<file path="config.mk">
export PLATFORM = sky130hd
export DESIGN_NAME = tdc_multichannel
export DESIGN_NICKNAME = d
export VERILOG_FILES = /design/src/rtl/tdc_multichannel.sv
export SDC_FILE = /design/constraint.sdc
export NUM_CORES = 1
export LEC_CHECK = 0
export CORE_MARGIN = 1.5
export CORE_UTILIZATION = 45
export DETAILED_ROUTE_END_ITERATION = 6
export PLACE_DENSITY = 0.59
export SLEW_MARGIN = 20
export SYNTH_ARGS = -nofsm -noshare
export SYNTH_HDL_FRONTEND = slang
export SYNTH_SLANG_ARGS = --single-unit
</file>
<file path="constraint.sdc">
create_clock -name clk -period 11 [get_ports clk]
set_input_delay 2.75 -clock clk [delete_from_list [all_inputs] [get_ports clk]]
set_output_delay 2.75 -clock clk [all_outputs]
set_load 0.02 [all_outputs]
</file>
<file path="src/rtl/tdc_multichannel.sv">
// Multi-channel time-to-digital converter.
// Pulses are synchronised and rising edges detected per channel. The clk-cycle interval
// between consecutive events is measured. Each measurement is queued as a record
// {interval, start_mask, end_mask, coinc} in a small FIFO with a two-write, one-read port.
// The FIFO head is presented first-word-fall-through.
module tdc_multichannel #(
  parameter int N_CH  = 2,
  parameter int CNT_W = 6,
  parameter int DEPTH = 8
) (
  input  logic             clk,
  input  logic             rst,
  input  logic             enable,
  input  logic [N_CH-1:0]  pulse,
  output logic             out_valid,
  input  logic             out_ready,
  output logic [CNT_W-1:0] out_interval,
  output logic [N_CH-1:0]  out_start,
  output logic [N_CH-1:0]  out_end,
  output logic             out_coinc,
  output logic             overflow,
  output logic [15:0]      drop_cnt
);

  localparam logic [CNT_W-1:0] MAX_CNT = '1;
  localparam int REC_W = CNT_W + 2 * N_CH + 1;
  localparam int AW    = $clog2(DEPTH);
  localparam int CW    = AW + 1;

  // Synchroniser / edge detector state
  logic [N_CH-1:0][2:0] sync_q, sync_d;
  logic [N_CH-1:0]      edge_q, edge_d;

  // Measurement state
  logic [CNT_W-1:0]     count_q, count_d;
  logic [N_CH-1:0]      last_mask_q, last_mask_d;

  // FIFO state
  logic [REC_W-1:0]     mem_q [DEPTH];
  logic [REC_W-1:0]     mem_d [DEPTH];
  logic [AW-1:0]        wr_ptr_q, wr_ptr_d;
  logic [AW-1:0]        rd_ptr_q, rd_ptr_d;
  logic [CW-1:0]        fifo_cnt_q, fifo_cnt_d;
  logic                 overflow_q, overflow_d;
  logic [15:0]          drop_cnt_q, drop_cnt_d;

  // Event decode helpers
  logic                 ev;
  logic [7:0]           k_sum;
  logic [REC_W-1:0]     rec_a, rec_b;
  logic [1:0]           n_push, n_acc, n_drop;
  logic                 pop;
  logic [CW-1:0]        free_slots;
  logic [16:0]          drop_sum;
  logic [REC_W-1:0]     head;

  // Shift each pulse through three flops; an edge is a 0 -> 1 step in the two oldest samples
  always_comb begin
    sync_d = '0;
    edge_d = '0;
    for (int i = 0; i < N_CH; i++) begin
      sync_d[i] = {sync_q[i][1:0], pulse[i]};
      edge_d[i] = (sync_q[i][2:1] == 2'b01);
    end
  end

  // Interval counter, record formation and FIFO bookkeeping
  always_comb begin
    ev = enable && (|edge_q);

    k_sum = '0;
    for (int i = 0; i < N_CH; i++) begin
      k_sum = k_sum + 8'(edge_q[i]);
    end

    // Counter restarts at 1 on an event and saturates at MAX_CNT (= no open start)
    count_d     = count_q;
    last_mask_d = last_mask_q;
    if (!enable) begin
      count_d     = MAX_CNT;
      last_mask_d = '0;
    end else if (ev) begin
      count_d     = CNT_W'(1);
      last_mask_d = edge_q;
    end else if (count_q < MAX_CNT) begin
      count_d     = count_q + CNT_W'(1);
    end

    // Records in write order; a coincidence with an open start emits the interval first
    rec_a  = '0;
    rec_b  = '0;
    n_push = 2'd0;
    if (ev) begin
      if (k_sum >= 8'd2) begin
        if (count_q < MAX_CNT) begin
          rec_a  = {count_q, last_mask_q, edge_q, 1'b1};
          rec_b  = {{CNT_W{1'b0}}, {N_CH{1'b0}}, edge_q, 1'b1};
          n_push = 2'd2;
        end else begin
          rec_a  = {{CNT_W{1'b0}}, {N_CH{1'b0}}, edge_q, 1'b1};
          n_push = 2'd1;
        end
      end else if (count_q < MAX_CNT) begin
        rec_a  = {count_q, last_mask_q, edge_q, 1'b0};
        n_push = 2'd1;
      end
    end

    // A pop in the same cycle frees a slot the pushes may use
    pop        = (fifo_cnt_q != '0) && out_ready;
    free_slots = CW'(DEPTH) - fifo_cnt_q + CW'(pop);
    if (CW'(n_push) <= free_slots) begin
      n_acc = n_push;
    end else begin
      n_acc = free_slots[1:0];
    end
    n_drop = n_push - n_acc;

    mem_d = mem_q;
    if (n_acc >= 2'd1) begin
      mem_d[wr_ptr_q] = rec_a;
    end
    if (n_acc == 2'd2) begin
      mem_d[wr_ptr_q + AW'(1)] = rec_b;
    end

    wr_ptr_d   = wr_ptr_q + AW'(n_acc);
    rd_ptr_d   = rd_ptr_q + AW'(pop);
    fifo_cnt_d = fifo_cnt_q + CW'(n_acc) - CW'(pop);

    // Dropped records are sticky in overflow and counted with saturation
    overflow_d = overflow_q | (n_drop != 2'd0);
    drop_sum   = {1'b0, drop_cnt_q} + 17'(n_drop);
    drop_cnt_d = drop_sum[16] ? 16'hFFFF : drop_sum[15:0];
  end

  // State registers, cleared asynchronously
  always_ff @(posedge clk or posedge rst) begin
    if (rst) begin
      sync_q      <= '0;
      edge_q      <= '0;
      count_q     <= MAX_CNT;
      last_mask_q <= '0;
      for (int i = 0; i < DEPTH; i++) begin
        mem_q[i] <= '0;
      end
      wr_ptr_q    <= '0;
      rd_ptr_q    <= '0;
      fifo_cnt_q  <= '0;
      overflow_q  <= 1'b0;
      drop_cnt_q  <= '0;
    end else begin
      sync_q      <= sync_d;
      edge_q      <= edge_d;
      count_q     <= count_d;
      last_mask_q <= last_mask_d;
      for (int i = 0; i < DEPTH; i++) begin
        mem_q[i] <= mem_d[i];
      end
      wr_ptr_q    <= wr_ptr_d;
      rd_ptr_q    <= rd_ptr_d;
      fifo_cnt_q  <= fifo_cnt_d;
      overflow_q  <= overflow_d;
      drop_cnt_q  <= drop_cnt_d;
    end
  end

  // Head record falls through; fields read as zero while the FIFO is empty
  always_comb begin
    out_valid = (fifo_cnt_q != '0);
    head      = out_valid ? mem_q[rd_ptr_q] : '0;
  end

  assign {out_interval, out_start, out_end, out_coinc} = head;
  assign overflow = overflow_q;
  assign drop_cnt = drop_cnt_q;

endmodule
</file>
==> impl_results.md <==
* Status: complete, no violations
* Rel. slew slack at 26.9%
* Vias per inst at 6.09
* Worst reg2reg endpoint: drop_cnt[0]
* Die Y at 128 µm
* Critical path, cell by cell: clkdlybuf4s50_1 -> o211ai_2 -> ha_1 -> or2_2 -> maj3_1 -> nor2_1 -> mux2i_1 -> ha_1 -> xor2_1 -> fa_1 -> and3_1 -> nand3_1 -> nor3_1 -> nand3_1 -> or2_2 -> nand2b_1
* RePlAce Congestion at 0.813
* Hold slack at 0.348 ns
* Reg area at about 3300 µm²
* Worst r2r src: count_q[0]
* Final setup vio count at 0
* RSZ-0062 raised after global routing: false
* Power after layout at 2180 µW
* Via Count at 5664
* Core area at between 15000 and 20000 µm²
* Crit path DAT at 7.83 ns
* Hpwl dp at about 12000 µm
* Biggest area consumer among synthesized cells: dfrtp_1
* Filler Cells Inserted at 1399
* Largest net degree at the start of global routing at 69
* IO Count at 35
* Rows at 45
* CTS clk-pin slew, worst paths at 0.06 ns
* Routed Antenna Nets at 0
* # clock sinks at 131
* Post-route setup TNS at 0 ns
* Clk_lat worst skew at 0.43 ns
* Vias in the first global route at slightly below 6000
* Crit-path max FO at 16
* Fin nets at 756
* Syn Std Cell Area at approximately 7000 µm²
* DR DRC count at 0
* Setup Skew at roughly 0.013 ns
* Number of buffers created by CTS at 17
* Most frequent cells after synthesis: dfrtp_1 (125), nand3_1 (85), o21ai_0 (71), a21oi_1 (68), nor2_1 (51)
* Design Area, Final at 7990 µm²
* Count leader, synth: dfrtp_1
* Crit-path slowest cell: clkdlybuf4s50_1
* Critical path origin: enable
* Initial Util at 46.1%
* Sequential area share after synthesis at 46.9%
* Max VDD drop at 0.152 mV
* Tcrit/Tclk final at around two thirds
* Distinct cells, synth at between 50 and 60
* Root Driver: clkbuf_16
* CTS resizes at 0
* Max cap viols at 0
* Hold Crit Class: reg2reg
* DR WL/cell at 19.6 µm
* Leakage Power at 0.00340 µW
* Tightest Pin Transition at 1.10 ns
* Area of the multi-input gates at ~3400 µm²
* Largest stage delay, worst path at approximately 0.80 ns
* Setup bufs post-CTS at 0
* WL final at 18200 µm
* Clk buf depth at 2
* Slew Limit Fails at 0
* Asr flop ratio synth at 100%
* Startpoint Class: input pin
* Critical path class: in2reg
* I/O Buffers at 34
* Synth warn at 0
* Placed cell area at 7410 µm²
* Layout Cells excl Fill at 930
* Min Tclk post-route at 7.48 ns
* Global-route wire length before repair at roughly 30000 µm
* Antenna violations before repair at 0
* Total GRT Usage at 23.8%
* Die extent in x at 128 µm
* Syn avg cell area at between 9 and 10 µm²
* Placed insts at 898
* Endpoint class of the critical path: flop
* R2R cell count at 20
* Synth Flop Type: dfrtp_1
* Synthesized flop and latch total at 131
* Die ar. at 16300 µm²
* DR pass1 iterations at 5
* PD cells at 272 nW/µm²
* Syn Inst Count at 724
* Layout cells sized above 1 at 10.2%
* CP Capture Point: drop_cnt[0]
* 1st-iter DRT viols at 463
* Worst EP required at 11.36 ns
* Synth area leaders: dfrtp_1 (45%), mux4_2 (7.1%), nand3_1 (6.1%)
* Maximum clock frequency at 134 MHz
* Mapped Nets at 751
* Reg2Reg Setup Slack at around 4.9 ns
* CTS tree: built
* Layout area overhead at 13.9%
* Area share of the largest cell type after synthesis at 44.6%
* Post-synth EDFFs at 0
* Hold-fix buffers at CTS at 0
* Grt total ovfl at 0
* # diodes at 0
* Hold Fails Final Rpt at 0
* H-tree depth at 4
## layout by cell type (no fill, tap or decap), types with 3 or more instances in the layout
cell / n
mux4_2: 22
dfrtp_1: 125
dfstp_2: 6
o21a_1: 4
clkbuf_8: 4
fa_1: 3
nand3b_1: 5
o21ai_0: 71
nor2_1: 50
a21oi_1: 68
xnor2_1: 9
and3_1: 5
clkbuf_16: 17
nand3_1: 85
and2_0: 6
o21ai_1: 26
buf_4: 7
clkbuf_1: 6
nor2b_1: 5
clkinv_2: 3
nand2_1: 43
ha_1: 18
and2_1: 4
nand2b_1: 6
o211ai_1: 3
clkdlybuf4s50_1: 34
o311ai_1: 6
or2_2: 3
xor2_1: 11
a31oi_1: 16
mux2i_1: 13
inv_1: 19
nor3_1: 8
## area by class of cell
cell class              instances  area share (%)
inverters                      21            1.02
multi-input cells             517            42.8
well taps                     188            2.94
repair buffers                 41            4.92
clock buffers                  27            6.30
clock inverters                 5           0.940
flip-flops and latches        131            41.1
## worst min-delay path by stage
| stage | start | endpoint | cells past startpoint |
|---|---|---|---|
| after global routing | sync_d[4] | sync_d[5] | 0 |
| after floorplan | sync_d[1] | sync_d[2] | 0 |
| after CTS | sync_d[4] | sync_d[5] | 0 |
| after detailed placement | sync_d[4] | sync_d[5] | 0 |
| after global placement | sync_d[1] | sync_d[2] | 0 |
| final | sync_d[1] | sync_d[2] | 0 |
## per-layer routing
metal | global-route usage (%) | up-vias | share of wire [%]
met5 | 0 | - | 0
met4 | 10.6 | 0 | 3.0
met3 | 6.22 | 38 | 5.9
met2 | 38.2 | 210 | 48
met1 | 30.5 | 2801 | 43
li1 | - | 2615 | -
## critical path: cells and delay by family
kind | cells | cell delay [ns]
and+or+nand+nor | 8 | 2.03
adders and majority gates | 4 | 1.26
muxes | 1 | 0.33
buffers and inverters | 1 | 0.80
AOI/OAI and AO/OA | 1 | 0.36
xor gates and xnor gates | 1 | 0.29
## per-stage QoR
step	util [%]	setup WS, ns
2_1_floorplan	-	4.27
3_3_place_gp	48.7	3.33
3_5_place_dp	48.7	3.15
4_1_cts	52.5	3.57
5_1_grt	52.6	3.18
6_report	52.6	3.52
## report_power, final
| group | switching [µW] | internal, µW | total [µW] |
|---|---|---|---|
| clock | 205 | 357 | 561 |
| sequential | 117 | 633 | 750 |
| combinational | 518 | 347 | 864 |
## registers in the layout, indices dropped and copies added, names as in the netlist
register and cells:
wr_ptr_q 3, overflow 1, sync_d 4, drop_cnt 16, sync_q 2, fifo_cnt_q 4
mem_q 88, last_mask_q 2, edge_q 2, count_q 6, rd_ptr_q 3
## logic make-up after synthesis
family                   count (synthesis)  synth area share [%]
XOR/XNOR                                20                  2.50
buffers and inverters                   76                  4.78
multiplexers                            35                  8.92
flip-flops                             131                  46.9
AND/OR/NAND/NOR                        232                  16.0
adder cells (fa/ha/maj)                 22                  4.21
AO/OA/AOI/OAI                          208                  16.7
No activity file was read; power rests on OpenSTA's default activity.
==> edit 1 (same flow settings) <==
Change the parameter `CNT_W` from 6 to 5.
--- a/src/rtl/tdc_multichannel.sv
+++ b/src/rtl/tdc_multichannel.sv
@@ -6,5 +6,5 @@
 module tdc_multichannel #(
   parameter int N_CH  = 2,
-  parameter int CNT_W = 6,
+  parameter int CNT_W = 5,
   parameter int DEPTH = 8
 ) (
Ports: changed (resized out_interval); port bits go from 35 to 34. The function was not compared with the original's and may differ.
==> edit 1 against the original RTL <==
- sequential cell count down 9
- combinational power down 6.0%
- final area down 2.7%
- worst setup slack better by 0.47 ns
- register-to-register slack better by 0.56 ns
- sequential share of layout area down 1.8 points
- area after synthesis down 4.0%
- critical path depth down 1
- critical path type unchanged
- largest power group unchanged
- routed wire length down 1.0%
- highest routed layer unchanged
- count of clock-buffer cells in the layout down 3
- sequential power down 5.5%
- clock skew down 0.0055 ns
- total power down 3.4%
- utilization up 0.75 points
==> edit 1: results (changes against the original RTL) <==
Power and ir drop
  – Clk power: 0.580 mW (+3%)
  – Flip-flop and latch power: 0.709 mW (-5.5%)
  – Worst-case vdd ir drop: 149 uV (-2.1%)
  – Reported net switching power: 0.796 mW (-5.2%)
  – Static leakage: 3.34 nW (-1.8%)
  – Int Pwr: 1.31 mW (-2.3%)

Detailed routing
  – Routed wire length on met3: 1100 um (+2.4%)
  – Wire length on met2: 8550 um (-1.9%)
  – Routed metal-1 wire length: 7860 um (-0.39%)
  – Via count: 5472 (-3.4%)
  – Final Routed Wirelength: 18000 um (-1.0%)

Timing
  – Slew of the pin with the lowest slew margin: 0.940 ns (-0.156 ns)
  – Clk_skew: 0.00728 ns (-0.00550 ns)
  – Hold WS: 0.346 ns (-0.00252 ns)

Outcome
  – Result of the run: completed

Yosys
  – Fraction of the yosys area taken by sequential cells: 45.5% (-1.4 points)
  – Mapped Nets: 696 (-7.3%)
  – Dominant cells by area after synthesis: dfrtp_1 (44%), mux4_2 (6.7%), nand3_1 (6.0%)
  – Distinct cell type count after synthesis: 61 (+15%)

Setup path
  – Critical path data arrival time: 7.35 ns (-0.48 ns)
  – Crit Reg-Reg Endpoint: drop_cnt[10]
  – Reg2Reg Setup Slack: 5.47 ns (+0.56 ns)

Cells and area
  – Number of nets in the layout: 716 (-5.3%)
  – Number of flip-flops under the largest register name: 80 (-9.1%)

GRT
  – Largest net degree at the start of global routing: 76 (+10%)
  – First-pass GRT wire length: 29800 um (-0.32%)
  – GR met3 Demand/Resource: 5.52% (-0.70 points)
  – GR Layer Usage met1: 32.8% (+2.2 points)
  – Global-route total usage across every layer: 24.3% (+0.43 points)
  – Met2 GRT Util: 37.6% (-0.63 points)

Place
  – Port Buffers: 33 (-2.9%)
  – Detailed placement HPWL: 11600 um (-0.20%)
  – Global placement routability congestion: 0.849 (+4.4%)
  – Placement Setup Slack: 3.52 ns (+0.371 ns)
edit 1: changes by cell type after synthesis, moves of 9 or more:
cell and delta:
nor2_1 -14, o21ai_1 -26, nand2_1 -9, a31oi_1 -15, clkbuf_1 -9, inv_1 +9
edit 1: metrics by stage:
stage	area, um2	instances
after CTS	7770	885
after detailed placement	7160	854
after floorplan	6730	669
final	7780	885
after global routing	7780	885
after global placement	7160	854
edit 1: cell type report:
class                           instances  area, um2
Fill cell                            1299       6810
Clock buffer                           24        502
Multi-Input combinational cell        477       3360
Sequential cell                       122       3060
Tap cell                              184        230
Timing Repair Buffer                   42        398
Clock inverter                          7        113
Inverter                               29        111
edit 1: cell families after synthesis:
| family | share of synthesized area [%] |
|---|---|
| AOI/OAI and AO/OA | 18.2 |
| xor gates and xnor gates | 2.08 |
| adders and majority gates | 4.39 |
| buffers and inverters | 4.76 |
| DFF | 45.5 |
| muxes | 8.35 |
| and+or+nand+nor | 16.7 |
==> edit 2 (same settings) <==
Without the edit above. Put one more register stage on the output `drop_cnt`, cleared by the reset. The value now appears one clock later. The other outputs are not delayed to match.
--- a/src/rtl/tdc_multichannel.sv
+++ b/src/rtl/tdc_multichannel.sv
@@ -174,5 +174,11 @@
   assign {out_interval, out_start, out_end, out_coinc} = head;
   assign overflow = overflow_q;
-  assign drop_cnt = drop_cnt_q;
+  always_ff @(posedge clk or posedge rst) begin
+    if (rst) begin
+      drop_cnt <= '0;
+    end else begin
+      drop_cnt <= drop_cnt_q;
+    end
+  end
 
 endmodule
Formal check against the unedited RTL: same outputs for any inputs over 10 cycles, from zero or initial values and one cycle with rst high; that may be too few to reach the edited logic, so the function may still have changed.
==> edit 2 against the original RTL <==
- worst setup slack better by 0.038 ns
- clock skew is 0.0050 ns lower
- synthesized cell count is 2.2% higher
- total power is 2.4% higher
- routed wire length is 3.8% higher
- final area is 4.9% higher
- final cell count is 4.5% higher
- utilization is 0.17 points lower
- critical path depth stayed put
- sequential cell count is 16 higher
- maximum frequency is 0.51% higher
- first-iteration DRC count is 1.5% lower
- via count is 1.8% higher
- area after synthesis is 5.7% higher
==> edit 2: results (changes against the original RTL) <==
Outcome
  – Result of the run: completed

Power and ir drop
  – Worst-case vdd ir drop: 139 uV (-8.6%)
  – Combinational power share: 39.1% (-0.6 points)
  – Static leakage: 3.57 nW (+4.9%)
  – Flip-flop and latch power: 0.823 mW (+9.7%)

GRT
  – GR Layer Usage met1: 28.7% (-1.9 points)
  – Met2 GRT Util: 38.9% (+0.62 points)
  – Global-route total usage across every layer: 22.9% (-0.95 points)
  – Largest net degree at the start of global routing: 83 (+20%)
  – Number of global-route vias before repair: 5924 (+2.1%)

Cells and area
  – Number of nets in the layout: 772 (+2.1%)
  – Share of cell area taken by multi-input logic gates: 40.7% (-2.0 points)
  – Sequential cell area share: 44.0% (+2.9 points)
  – Area fraction of clock buffers and clock inverters: 6.37% (-0.86 points)
  – Fraction of layout cells with a size suffix above 1: 10.2% (-0.057 points)
  – Clock buf count: 20 (-26%)
  – Fraction of cell area in non-clock buffers: 4.69% (-0.23 points)
  – Filler Cell Count: 1469 (+5.0%)

Detailed routing
  – Via count: 5768 (+1.8%)
  – Avg WL per Cell: 19.5 um (-0.70%)
  – Wire length on met2: 9460 um (+8.6%)
  – Routed wire length on met3: 1040 um (-3.1%)
  – Routed metal-1 wire length: 8040 um (+1.9%)
  – DRC violation total after the first TritonRoute iteration: 456 (-1.5%)
  – Detailed-router iteration count before antenna repair: 7 (+2)

Hold path
  – Worst-case hold path end point: sync_d[5]

CTS
  – # clock sinks: 147 (+12%)

Yosys
  – Share of the synthesized area in compound gates (AO/OA/AOI/OAI): 15.8% (-0.90 points)
  – Synth Area per Inst: 10.0 um2 (+3.4%)
  – Adder and majority cell fraction of the synthesized area: 3.98% (-0.23 points)
  – Dominant cells by area after synthesis: dfrtp_1 (48%), mux4_2 (6.7%), nand3_1 (5.7%)
  – Post-synth top cells: dfrtp_1 (141), nand3_1 (85), o21ai_0 (71), a21oi_1 (68), nor2_1 (51)
  – Multiplexer fraction of the synthesized cell area: 8.44% (-0.48 points)
  – Synthesized-area fraction occupied by xor and xnor cells: 2.36% (-0.13 points)

Timing
  – Clk_skew: 0.00780 ns (-0.00497 ns)
  – Rel. slew slack: 27.6% (+0.64 points)

Setup path
  – Worst setup path endpoint: drop_cnt_q[0]

Place
  – Detailed placement HPWL: 11900 um (+2.4%)
  – Global placement routability congestion: 0.813 (about the same)
[edit 2: changes by cell type after synthesis]
cell     change
dfrtp_1     +16
[edit 2: through the flow]
stage                     util (%)  hold WS, ns  power (mW)  area [um2]  setup WS, ns
after floorplan                  -        0.331        1.44        7410          4.28
final                         52.4        0.347        2.23        8380          3.56
after CTS                     52.4        0.350        2.24        8380          3.52
after global routing          52.4        0.365        2.37        8380          3.08
after global placement        49.0        0.335        1.66        7840          3.30
after detailed placement      49.0        0.336        1.70        7850          3.08
[edit 2: worst max-delay path, stage by stage]
cell and delay [ns]:
clkdlybuf4s50_1 0.80, o211ai_2 0.37, ha_1 0.40, or2_2 0.35
maj3_1 0.38, nor2_1 0.16, mux2i_1 0.31, ha_1 0.21
xor2_1 0.30, fa_1 0.27, and3_1 0.19, nand3_1 0.17
nor3_1 0.40, nand3_1 0.18, or2_2 0.44, nand2b_1 0.12
